==> config.mk <==
export PLATFORM = sky130hd
export DESIGN_NAME = dial_cmd_sequencer
export DESIGN_NICKNAME = d
export VERILOG_FILES = /design/src/rtl/dial_pkg.sv /design/src/rtl/dial_cmd_fifo.sv /design/src/rtl/dial_cmd_sequencer.sv
export SDC_FILE = /design/constraint.sdc
export NUM_CORES = 1
export LEC_CHECK = 0
export ABC_AREA = 1
export BUFFER_PORTS_ARGS = -buffer_cell sky130_fd_sc_hd__buf_4
export CORE_ASPECT_RATIO = 0.9
export CORE_MARGIN = 3
export CORE_UTILIZATION = 53
export DETAILED_ROUTE_END_ITERATION = 12
export PLACE_DENSITY = 0.87
export RECOVER_POWER = 25
export REMOVE_ABC_BUFFERS = 1
export SETUP_SLACK_MARGIN = 0.15
export SLEW_MARGIN = 20
export SYNTH_ARGS = -nofsm -noshare
export SYNTH_HDL_FRONTEND = slang
export SYNTH_SLANG_ARGS = --single-unit
export TNS_END_PERCENT = 30
==> constraint.sdc <==
create_clock -name clk -period 6.48 [get_ports clk]
set_input_delay 0.972 -clock clk [delete_from_list [all_inputs] [get_ports clk]]
set_output_delay 0.972 -clock clk [all_outputs]
set_load 0.02 [all_outputs]
==> src/rtl/dial_pkg.sv <==
// ============================================================================
// Package     : dial_pkg
// Description : Shared constants and state encoding for the dial command sequencer
// Revision    : 1.0 - initial release
// ============================================================================
`default_nettype none

package dial_pkg;

    localparam int SOL_LAT = 4;

    // A bubble is a right rotation by zero clicks: position and counters unchanged.
    localparam int   BUBBLE_AMOUNT = 0;
    localparam logic BUBBLE_DIR    = 1'b1;

    // FIFO entry layout is {last, dir_r, amount}; two flag bits sit above the amount.
    localparam int ENTRY_FLAG_BITS = 2;

    typedef logic [2:0] state_t;

    localparam state_t ST_IDLE  = 3'd0;
    localparam state_t ST_CLEAR = 3'd1;
    localparam state_t ST_RUN   = 3'd2;
    localparam state_t ST_DRAIN = 3'd3;
    localparam state_t ST_DONE  = 3'd4;

endpackage

`default_nettype wire

==> src/rtl/dial_cmd_fifo.sv <==
// ============================================================================
// Module      : dial_cmd_fifo
// Description : Synchronous DEPTH x WIDTH FIFO with full/empty and synchronous flush
// Revision    : 1.0 - initial release
// ============================================================================
`default_nettype none

module dial_cmd_fifo #(
    parameter int DEPTH = 8,
    parameter int WIDTH = 34
) (
    input  logic             clk,
    input  logic             rst,
    input  logic             flush,
    input  logic             push,
    input  logic [WIDTH-1:0] wdata,
    input  logic             pop,
    output logic [WIDTH-1:0] rdata,
    output logic             full,
    output logic             empty
);

    localparam int AW = $clog2(DEPTH);
    localparam logic [AW:0] FULL_COUNT = (AW + 1)'(DEPTH);

    logic [WIDTH-1:0] mem [DEPTH];
    logic [AW-1:0]    wr_ptr;
    logic [AW-1:0]    rd_ptr;
    logic [AW:0]      count;
    logic             do_push;
    logic             do_pop;

    assign full    = (count == FULL_COUNT);
    assign empty   = (count == '0);
    assign do_push = push && !full;
    assign do_pop  = pop && !empty;
    assign rdata   = mem[rd_ptr];

    always_ff @(posedge clk) begin
        if (do_push && !rst && !flush) begin
            mem[wr_ptr] <= wdata;
        end
    end

    // Pointers rely on natural wrap since DEPTH is a power of two.
    always_ff @(posedge clk) begin
        if (rst || flush) begin
            wr_ptr <= '0;
            rd_ptr <= '0;
            count  <= '0;
        end else begin
            if (do_push) begin
                wr_ptr <= wr_ptr + AW'(1);
            end
            if (do_pop) begin
                rd_ptr <= rd_ptr + AW'(1);
            end
            if (do_push && !do_pop) begin
                count <= count + (AW + 1)'(1);
            end else if (do_pop && !do_push) begin
                count <= count - (AW + 1)'(1);
            end
        end
    end

endmodule

`default_nettype wire

==> src/rtl/dial_cmd_sequencer.sv <==
// ============================================================================
// Module      : dial_cmd_sequencer
// Description : Buffers rotation commands and feeds the pipelined dial solver
// Revision    : 1.0 - initial release
// ============================================================================
`default_nettype none

module dial_cmd_sequencer
    import dial_pkg::*;
#(
    parameter int DEPTH = 8,
    parameter int LAT   = SOL_LAT,
    parameter int W     = 32
) (
    input  logic         clk,
    input  logic         rst,
    input  logic         start,
    input  logic         pause,
    input  logic         cmd_valid,
    output logic         cmd_ready,
    input  logic         cmd_dir_r,
    input  logic [W-1:0] cmd_amount,
    input  logic         cmd_last,
    output logic         sol_rst,
    output logic [W-1:0] sol_in_data,
    output logic         sol_dir_r,
    input  logic [W-1:0] sol_zero_count,
    input  logic [W-1:0] sol_zero_crossings,
    output logic         busy,
    output logic         done,
    output logic [W-1:0] res_zero_count,
    output logic [W-1:0] res_zero_crossings,
    output logic [W-1:0] cmd_count
);

    localparam int EW = W + ENTRY_FLAG_BITS;
    localparam int DW = $clog2(LAT + 2) + 1;
    localparam logic [DW-1:0] DRAIN_START = DW'(LAT + 1);

    state_t        state;
    logic          last_seen;
    logic [DW-1:0] drain_cnt;
    logic          fifo_full;
    logic          fifo_empty;
    logic          push;
    logic          pop;
    logic [EW-1:0] head;
    logic          head_last;
    logic          head_dir;
    logic [W-1:0]  head_amount;

    assign cmd_ready   = (state == ST_RUN) && !fifo_full && !last_seen;
    assign push        = cmd_valid && cmd_ready;
    assign pop         = (state == ST_RUN) && !fifo_empty && !pause;
    assign head_last   = head[W+1];
    assign head_dir    = head[W];
    assign head_amount = head[W-1:0];
    assign busy        = (state == ST_CLEAR) || (state == ST_RUN) || (state == ST_DRAIN);
    assign sol_rst     = rst || (state == ST_CLEAR);

    dial_cmd_fifo #(
        .DEPTH (DEPTH),
        .WIDTH (EW)
    ) u_fifo (
        .clk   (clk),
        .rst   (rst),
        .flush (state == ST_CLEAR),
        .push  (push),
        .wdata ({cmd_last, cmd_dir_r, cmd_amount}),
        .pop   (pop),
        .rdata (head),
        .full  (fifo_full),
        .empty (fifo_empty)
    );

    always_ff @(posedge clk) begin
        if (rst) begin
            state              <= ST_IDLE;
            last_seen          <= 1'b0;
            drain_cnt          <= '0;
            sol_in_data        <= W'(BUBBLE_AMOUNT);
            sol_dir_r          <= BUBBLE_DIR;
            done               <= 1'b0;
            res_zero_count     <= '0;
            res_zero_crossings <= '0;
            cmd_count          <= '0;
        end else begin
            // Every cycle that does not issue a command feeds the solver a bubble.
            sol_in_data <= W'(BUBBLE_AMOUNT);
            sol_dir_r   <= BUBBLE_DIR;
            done        <= 1'b0;
            case (state)
                ST_IDLE: begin
                    if (start) begin
                        state <= ST_CLEAR;
                    end
                end
                ST_CLEAR: begin
                    last_seen          <= 1'b0;
                    cmd_count          <= '0;
                    res_zero_count     <= '0;
                    res_zero_crossings <= '0;
                    state              <= ST_RUN;
                end
                ST_RUN: begin
                    if (push && cmd_last) begin
                        last_seen <= 1'b1;
                    end
                    if (pop) begin
                        sol_in_data <= head_amount;
                        sol_dir_r   <= head_dir;
                        cmd_count   <= cmd_count + W'(1);
                        if (head_last) begin
                            state     <= ST_DRAIN;
                            drain_cnt <= DRAIN_START;
                        end
                    end
                end
                ST_DRAIN: begin
                    if (drain_cnt == '0) begin
                        res_zero_count     <= sol_zero_count;
                        res_zero_crossings <= sol_zero_crossings;
                        done               <= 1'b1;
                        state              <= ST_DONE;
                    end else begin
                        drain_cnt <= drain_cnt - DW'(1);
                    end
                end
                ST_DONE: begin
                    state <= ST_IDLE;
                end
                default: begin
                    state <= ST_IDLE;
                end
            endcase
        end
    end

endmodule

`default_nettype wire

==> qor.csv, run 1 <==
stage,metric,value,unit
final_layout,layout cells sized above 1,17.2,%
critical_path,Setup Crit Path Kind,in -> reg,
timing,RSZ-0062 raised after global routing,no,
clocking,Root Buffer Master,clkbuf_16,
timing,final hold vios,0,
critical_path,CP most frequent cell,inv_1,
run,Max Cap Viol,0,
critical_path,flop-to-flop setup slack,3.28,ns
synth,Synth area leader,edfxtp_1,
timing,Finish-stage setup viols,0,
synth,Post-Synthesis Cells,1538,
critical_path,critical-path maximum fanout,24,
grt,global-route wire length before repair,63100,um
placed_design,port bufs,235,
timing,Fmax,0.278,GHz
floorplanning,core area,0.0300,sq mm
final_layout,area grow syn2layout,21.3,%
critical_path,CP max stage cell,inv_1,
final_layout,NumNets Final,1865,
floorplanning,effective utilization at floorplan,54.1,%
clocking,"Hold-fix buffers, CTS",0,
grt,initial antenna violation count,1,
route,WL per Instance,18.6,um
clocking,TritonCTS clock tree,yes,
synth,Post-synth top flop,edfxtp_1,
clocking,CTS Buffer Depth,3,
timing,Setup TNS Final,0,ns
floorplanning,Die Y,172,um
synth,"Avg Cell Area, Syn",10.6,sq um
synth,synth unique cells,35,
worst_hold_path,Hold Crit Class,reg -> reg,
critical_path,ordered cell list for the critical path,buf_4 -> inv_1 -> nand2_1 -> inv_1 -> nand3_1 -> nor2_4 -> buf_16,
clocking,H-tree levels,2,
clocking,Post-CTS Resized,0,
power,cell area power density,318,mW/mm^2
route,WL final,40800,um
floorplanning,die width,191,um
placed_design,Placer Congestion,0.961,
placed_design,placed wire-length estimate,24800,um
clocking,clock-pin transition on the worst setup and hold timing paths,0.06,ns
route,vias per cell,5.62,
grt,vias in the first global route,12300,
critical_path,crit-path max cell delay,0.64,ns
timing,setup ws final,2.88,ns
power,Leakage,7.17,nW
timing,"Slew Viols, Final",0,
timing,Slew headroom,22.2,%
route,1st-iter DRT viols,1300,
synth,commonest cells in the netlist,"edfxtp_1, nor2_1, o21ai_0",
placed_design,dpl ws,2.14,ns
timing,measured slew at the worst slew-check pin,1.17,ns
final_layout,FILL cells,2150,
timing,"Min Clock Period, post-route",3.60,ns
critical_path,CP arrival,3.84,ns
critical_path,Critical Path RT,6.72,ns
floorplanning,Die Area,0.0328,sq mm
critical_path,Worst Setup Start Kind,input port,
synth,"count leader, synth",edfxtp_1,
route,Post-DRT Antenna Nets,0,
timing,share of the clock period used by the worst path,55.6,%
synth,Async SR Flop Fraction,0,%
clocking,Worst-Skew Late Latency,0.54,ns
grt,global-route usage over all layers,24.2,%
grt,total grt overflow,0,
synth,Synth area leaders,"edfxtp_1, dfxtp_1, o21ai_0",
final_layout,final core occ,65.7,%
synth,"Seq/Total Area, Yosys",68.8,%
placed_design,"Cell Area, Placed",0.0183,sq mm
synth,Synth top area share,50.3,%
final_layout,Final Cell Area,0.0197,sq mm
clocking,post-CTS setup buffer count,0,
critical_path,family with the most delay on the worst path,buffers and inverters,
critical_path,CP Buf/Inv Count,4,
grt,pin count of the biggest net entering global routing,120,
critical_path,element type at the critical path end,register,
route,drt drc,0,
clocking,Num Clock Sinks,423,
synth,#FFs+latches synth,423,
power,Max VDD drop,0.283,mV
clocking,TritonCTS buffer count,42,
route,vias post-DR,12300,
synth,Yosys warning count,0,
floorplanning,I/O pin cnt,236,
floorplanning,Rows,60,
synth,number of synthesized flops with an enable pin,272,
timing,Post-Route Skew,0.0208,ns
route,DR pass1 iterations,5,
timing,hold_ws,0.436,ns
synth,post-synth design cell area,0.0163,sq mm
status,status,"finished, final reports clean",
[per-stage QoR]
stage                     cells  power (mW)
after floorplan            1463        3.60
after global placement     2105        3.90
after detailed placement   2105        3.95
after CTS                  2182        6.28
after global routing       2191        6.50
final                      2191        6.26
[worst register-to-register path, cell delays in order, from the launching register on]
cell     delay [ns]
dfxtp_1        0.41
inv_2          0.09
nand3_1        0.19
nand2_1        0.33
inv_1          0.65
nand3_1        0.36
nor2_4         0.62
buf_16         0.24
[area by class of cell]
type / instances / area, sq um / share of cell area (%)
well taps: 403 / 504 / 2.56
inverters: 122 / 460 / 2.33
repair buffers: 247 / 1870 / 9.47
flip-flops and latches: 423 / 11200 / 56.8
diodes: 1 / 2.50 / 0.0127
clock buffers: 55 / 1140 / 5.78
multi-input cells: 918 / 4360 / 22.1
clock inverters: 22 / 194 / 0.983
[state kept, by name, indices dropped and copies added (netlist names), named ones only]
signal,count
res_zero_count,32
cmd_count,32
sol_dir_r,1
u_fifo.rd_ptr,3
sol_in_data,32
drain_cnt,4
u_fifo.count,4
last_seen,1
res_zero_crossings,32
u_fifo.mem,272
u_fifo.wr_ptr,3
state,3
done,1
[cells in the final DEF, fill, tap and decap left out, types with 10 or more instances in the layout]
master,Yosys,routed
nor2_1,271,263
clkinv_1,0,10
edfxtp_1,272,272
a21oi_1,37,37
dfxtp_1,151,148
nand2_1,203,203
o21ai_0,209,209
clkbuf_16,0,42
o22ai_1,67,67
nand3_1,33,32
clkbuf_1,40,38
nor3_1,12,12
inv_1,117,115
nand4_1,20,20
o21ai_1,28,28
buf_4,3,210
nor2_4,2,11
[logic make-up (layout without fill, tap and decap cells)]
family,Yosys count,after routing,share of synthesized area (%)
and+or+nand+nor,558,558,14.1
DFF,423,423,68.8
AOI/OAI and AO/OA,348,348,11.4
buffers and inverters,197,446,4.83
adders and majority gates,8,8,0.662
xor gates and xnor gates,4,4,0.216
other,0,1,0
[metal layers]
layer / routed length, um / vias to the layer above / GRT usage, %
met5: 0 / - / 0
met4: 971 / 0 / 9.51
met3: 3760 / 75 / 5.35
met2: 20600 / 684 / 42.2
met1: 15500 / 5830 / 29.7
li1: - / 5720 / -
[power breakdown]
part / leakage (nW) / internal, mW / switching (mW)
logic: 2.86 / 0.271 / 0.613
registers: 3.67 / 2.97 / 0.0613
clock network: 0.647 / 1.36 / 0.990
total: 7.17 / 4.60 / 1.66
[path summary, 6_finish.rpt]
path                            cells after the start                          start                         end
worst max-delay path                                7                            rst  u_fifo.mem[3][6]$_DFFE_PP_
worst max register to register                      7          state[1]$_SDFFE_PP0P_  u_fifo.mem[3][6]$_DFFE_PP_
worst min-delay path                                1  u_fifo.rd_ptr[2]$_SDFFE_PP0P_                    register
worst min register to register                      1  u_fifo.rd_ptr[2]$_SDFFE_PP0P_                    register
(Power assumes the default switching activity.)
==> inputs of run 2 (changes only) <==
- CORE_UTILIZATION: 53 -> 51
- clock period: 6.48 -> 3.05 ns (I/O delays scaled with it)
==> run 2 against run 1 <==
Against the previous run:
- combinational power rose by 120%
- sequential share of layout area down 0.090 points
- critical path depth up 7
- critical path type is now reg -> reg
- critical endpoint is now u_fifo.count[3]$_SDFFE_PP0P_
==> qor.csv, run 2 (synthesis gave the netlist of run 1 again) <==
stage,metric,value,unit,change
status,status,"finished, final reports clean",,unchanged
clocking,CTS Buffer Depth,3,,unchanged
final_layout,area grow syn2layout,21.5,%,was 21.3%
route,met3 routed WL,4020,um,was 3760 um
route,vias post-DR,12300,,about the same
grt,global-route wire length before repair,65000,um,was 63100 um
critical_path,CP Buf/Inv Count,3,,was 4
run,Max Cap Viol,0,,unchanged
critical_path,element type at the critical path end,register,,unchanged
clocking,H-tree levels,2,,unchanged
timing,measured slew at the worst slew-check pin,0.743,ns,was 1.17 ns
final_layout,FILL cells,2291,,was 2150
final_layout,max FFs per register,272,,unchanged
final_layout,number of diodes,0,,was 1
critical_path,Register-to-Register Path Depth,14,,was 7
critical_path,flop-to-flop setup slack,0.52,ns,was 3.28 ns
timing,Slew headroom,50.4,%,was 22.2%
floorplanning,effective utilization at floorplan,52.2,%,was 54.1%
worst_hold_path,Hold Crit Class,in -> reg,,was reg -> reg
clocking,Root Buffer Master,clkbuf_16,,unchanged
grt,global-route usage over all layers,23.7,%,was 24.2%
clocking,"Hold-fix buffers, CTS",0,,unchanged
timing,hold_ws,0.127,ns,was 0.436 ns
timing,Fmax,0.395,GHz,
floorplanning,Rows,61,,was 60
final_layout,sequential cell area,0.0112,sq mm,unchanged
power,cell area power density,672,mW/mm^2,was 318 mW/mm^2
critical_path,worst r2r dst,u_fifo.count[3]$_SDFFE_PP0P_,,was u_fifo.mem[3][6]$_DFFE_PP_
clocking,Post-CTS Resized,0,,unchanged
timing,Post-Route Skew,0.0218,ns,was 0.0208 ns
clocking,TritonCTS clock tree,yes,,unchanged
grt,pin count of the biggest net entering global routing,69,,was 120
placed_design,port bufs,235,,unchanged
clocking,Num Clock Sinks,423,,unchanged
floorplanning,I/O pin cnt,236,,unchanged
final_layout,Multi-input gate area,0.00434,sq mm,was 0.00436 sq mm
grt,vias in the first global route,12400,,was 12300
floorplanning,core area,0.0311,sq mm,was 0.0300 sq mm
final_layout,"most common cell after layout, fill and taps aside",edfxtp_1,,unchanged
critical_path,worst r2r src,state[2]$_SDFFE_PP0P_,,was state[1]$_SDFFE_PP0P_
clocking,Worst-Skew Late Latency,0.54,ns,about the same
timing,final hold vios,0,,unchanged
floorplanning,Die Y,175,um,was 172 um
timing,RSZ-0062 raised after global routing,no,,unchanged
placed_design,Placer Congestion,0.877,,was 0.961
critical_path,Setup Crit Path Kind,reg -> reg,,was in -> reg
route,Post-DRT Antenna Nets,0,,unchanged
route,DR pass1 iterations,6,,was 5
timing,"Min Clock Period, post-route",2.53,ns,
timing,Finish-stage setup viols,0,,unchanged
floorplanning,die width,194,um,was 191 um
final_layout,Non-Filler Instances,2207,,was 2191
worst_hold_path,min-delay src,sol_zero_count[7],,was u_fifo.rd_ptr[2]$_SDFFE_PP0P_
final_layout,layout cells sized above 1,18.0,%,was 17.2%
clocking,clock-pin transition on the worst setup and hold timing paths,0.07,ns,was 0.06 ns
route,drt drc,0,,unchanged
worst_hold_path,worst-case hold path end point,res_zero_count[7]$_SDFFE_PP0P_,,
placed_design,placed wire-length estimate,26300,um,was 24800 um
clocking,post-CTS setup buffer count,0,,unchanged
power,Max VDD drop,0.494,mV,was 0.283 mV
critical_path,crit-path max cell delay,0.36,ns,was 0.64 ns
critical_path,CP max stage cell,dfxtp_1,,was inv_1
route,DR top layer,met5,,was met4
clocking,TritonCTS buffer count,41,,was 42
critical_path,family with the most delay on the worst path,compound AO/OA/AOI/OAI gates,,was buffers and inverters
critical_path,ordered cell list for the critical path,inv_2 -> nand2_1 -> nor2_2 -> nand4_1 -> inv_1 -> ha_1 -> inv_1 -> ha_1 -> a21oi_1 -> nand2_1 -> a21oi_1 -> o21ai_0 -> o21ai_0 -> a21oi_1,,was buf_4 -> inv_1 -> nand2_1 -> inv_1 -> nand3_1 -> nor2_4 -> buf_16
critical_path,CP arrival,2.96,ns,was 3.84 ns
grt,initial antenna violation count,2,,was 1
power,Leakage,7.21,nW,was 7.17 nW
final_layout,register bank with the most flops,u_fifo.mem,,unchanged
grt,total grt overflow,0,,unchanged
critical_path,Critical Path RT,3.48,ns,was 6.72 ns
worst_hold_path,hold path depth,3,,was 1
route,wire length on met1,16200,um,was 15500 um
route,WL per Instance,18.8,um,was 18.6 um
final_layout,"commonest cells after routing, fill and taps aside","edfxtp_1, nor2_1, buf_4",,unchanged
floorplanning,Die Area,0.0341,sq mm,was 0.0328 sq mm
route,vias per cell,5.59,,was 5.62
final_layout,NumNets Final,1879,,was 1865
timing,share of the clock period used by the worst path,82.9,%,
critical_path,critical-path maximum fanout,6,,was 24
critical_path,CP most frequent cell,a21oi_1,,was inv_1
placed_design,Post-Place Cells,2134,,was 2105
route,met2 routed WL,20200,um,was 20600 um
route,WL final,41500,um,was 40800 um
timing,"Slew Viols, Final",0,,unchanged
critical_path,Worst Setup Start Kind,register,,was input port
route,1st-iter DRT viols,1239,,was 1300
[run 2: changes by cell type in the layout (fill, tap and decap cells not counted), moves of 2 or more]
cell / delta
inv_6: -2
clkinv_1: -6
clkbuf_8: -2
buf_16: -3
buf_4: +18
clkinv_2: +5
buf_12: +2
[run 2: worst max path at each step]
stage	from	end	slack, ns	depth (start not counted)
final	state[2]$_SDFFE_PP0P_	u_fifo.count[3]$_SDFFE_PP0P_	0.52	14
after global routing	state[2]$_SDFFE_PP0P_	u_fifo.count[3]$_SDFFE_PP0P_	0.31	14
after CTS	state[0]$_SDFFE_PP0P_	u_fifo.count[3]$_SDFFE_PP0P_	0.57	14
after detailed placement	state[0]$_SDFFE_PP0P_	u_fifo.count[3]$_SDFFE_PP0P_	0.60	14
after global placement	state[0]$_SDFFE_PP0P_	u_fifo.count[3]$_SDFFE_PP0P_	0.68	14
after floorplan	register	drain_cnt[0]$_SDFFE_PP0P_	-1.52	9
[run 2: worst reg2reg max path: stages (launching register included)]
cell     delay [ns]
dfxtp_1        0.36
inv_2          0.09
nand2_1        0.11
nor2_2         0.17
nand4_1        0.25
inv_1          0.18
ha_1           0.16
inv_1          0.09
ha_1           0.33
a21oi_1        0.14
nand2_1        0.08
a21oi_1        0.12
o21ai_0        0.12
o21ai_0        0.17
a21oi_1        0.06
[run 2: metrics by stage]
| stage | setup TNS [ns] | util [%] | setup slack (ns) | area (sq um) | power, mW |
|---|---|---|---|---|---|
| 4_1_cts | 0 | 63.8 | 0.569 | 19900 | 13.4 |
| 2_1_floorplan | -181.00 | - | -1.52 | 15900 | 7.64 |
| 3_3_place_gp | 0 | 59.6 | 0.676 | 18600 | 8.38 |
| 3_5_place_dp | 0 | 59.6 | 0.601 | 18600 | 8.45 |
| 6_report | 0 | 63.4 | 0.521 | 19800 | 13.3 |
| 5_1_grt | 0 | 63.4 | 0.315 | 19800 | 13.8 |
[run 2: final cells by class]
cell class,instances,share of cell area [%]
Clock buffer,55,5.56
Clock inverter,18,0.963
Inverter,122,2.32
Multi-Input combinational cell,918,22.0
Sequential cell,423,56.7
Tap cell,409,2.59
Timing Repair Buffer,262,9.89
[run 2: power by group]
part / switching, mW / internal, mW / total [mW]
combinational: 1.32 / 0.597 / 1.91
clock: 2.07 / 2.87 / 4.94
sequential: 0.120 / 6.31 / 6.43
[run 2: routing by layer]
metal	track usage, %	vias to the layer above
met2	41.0	680
li1	-	5732
met5	0	-
met3	5.08	93
met4	7.54	2
met1	30.3	5836
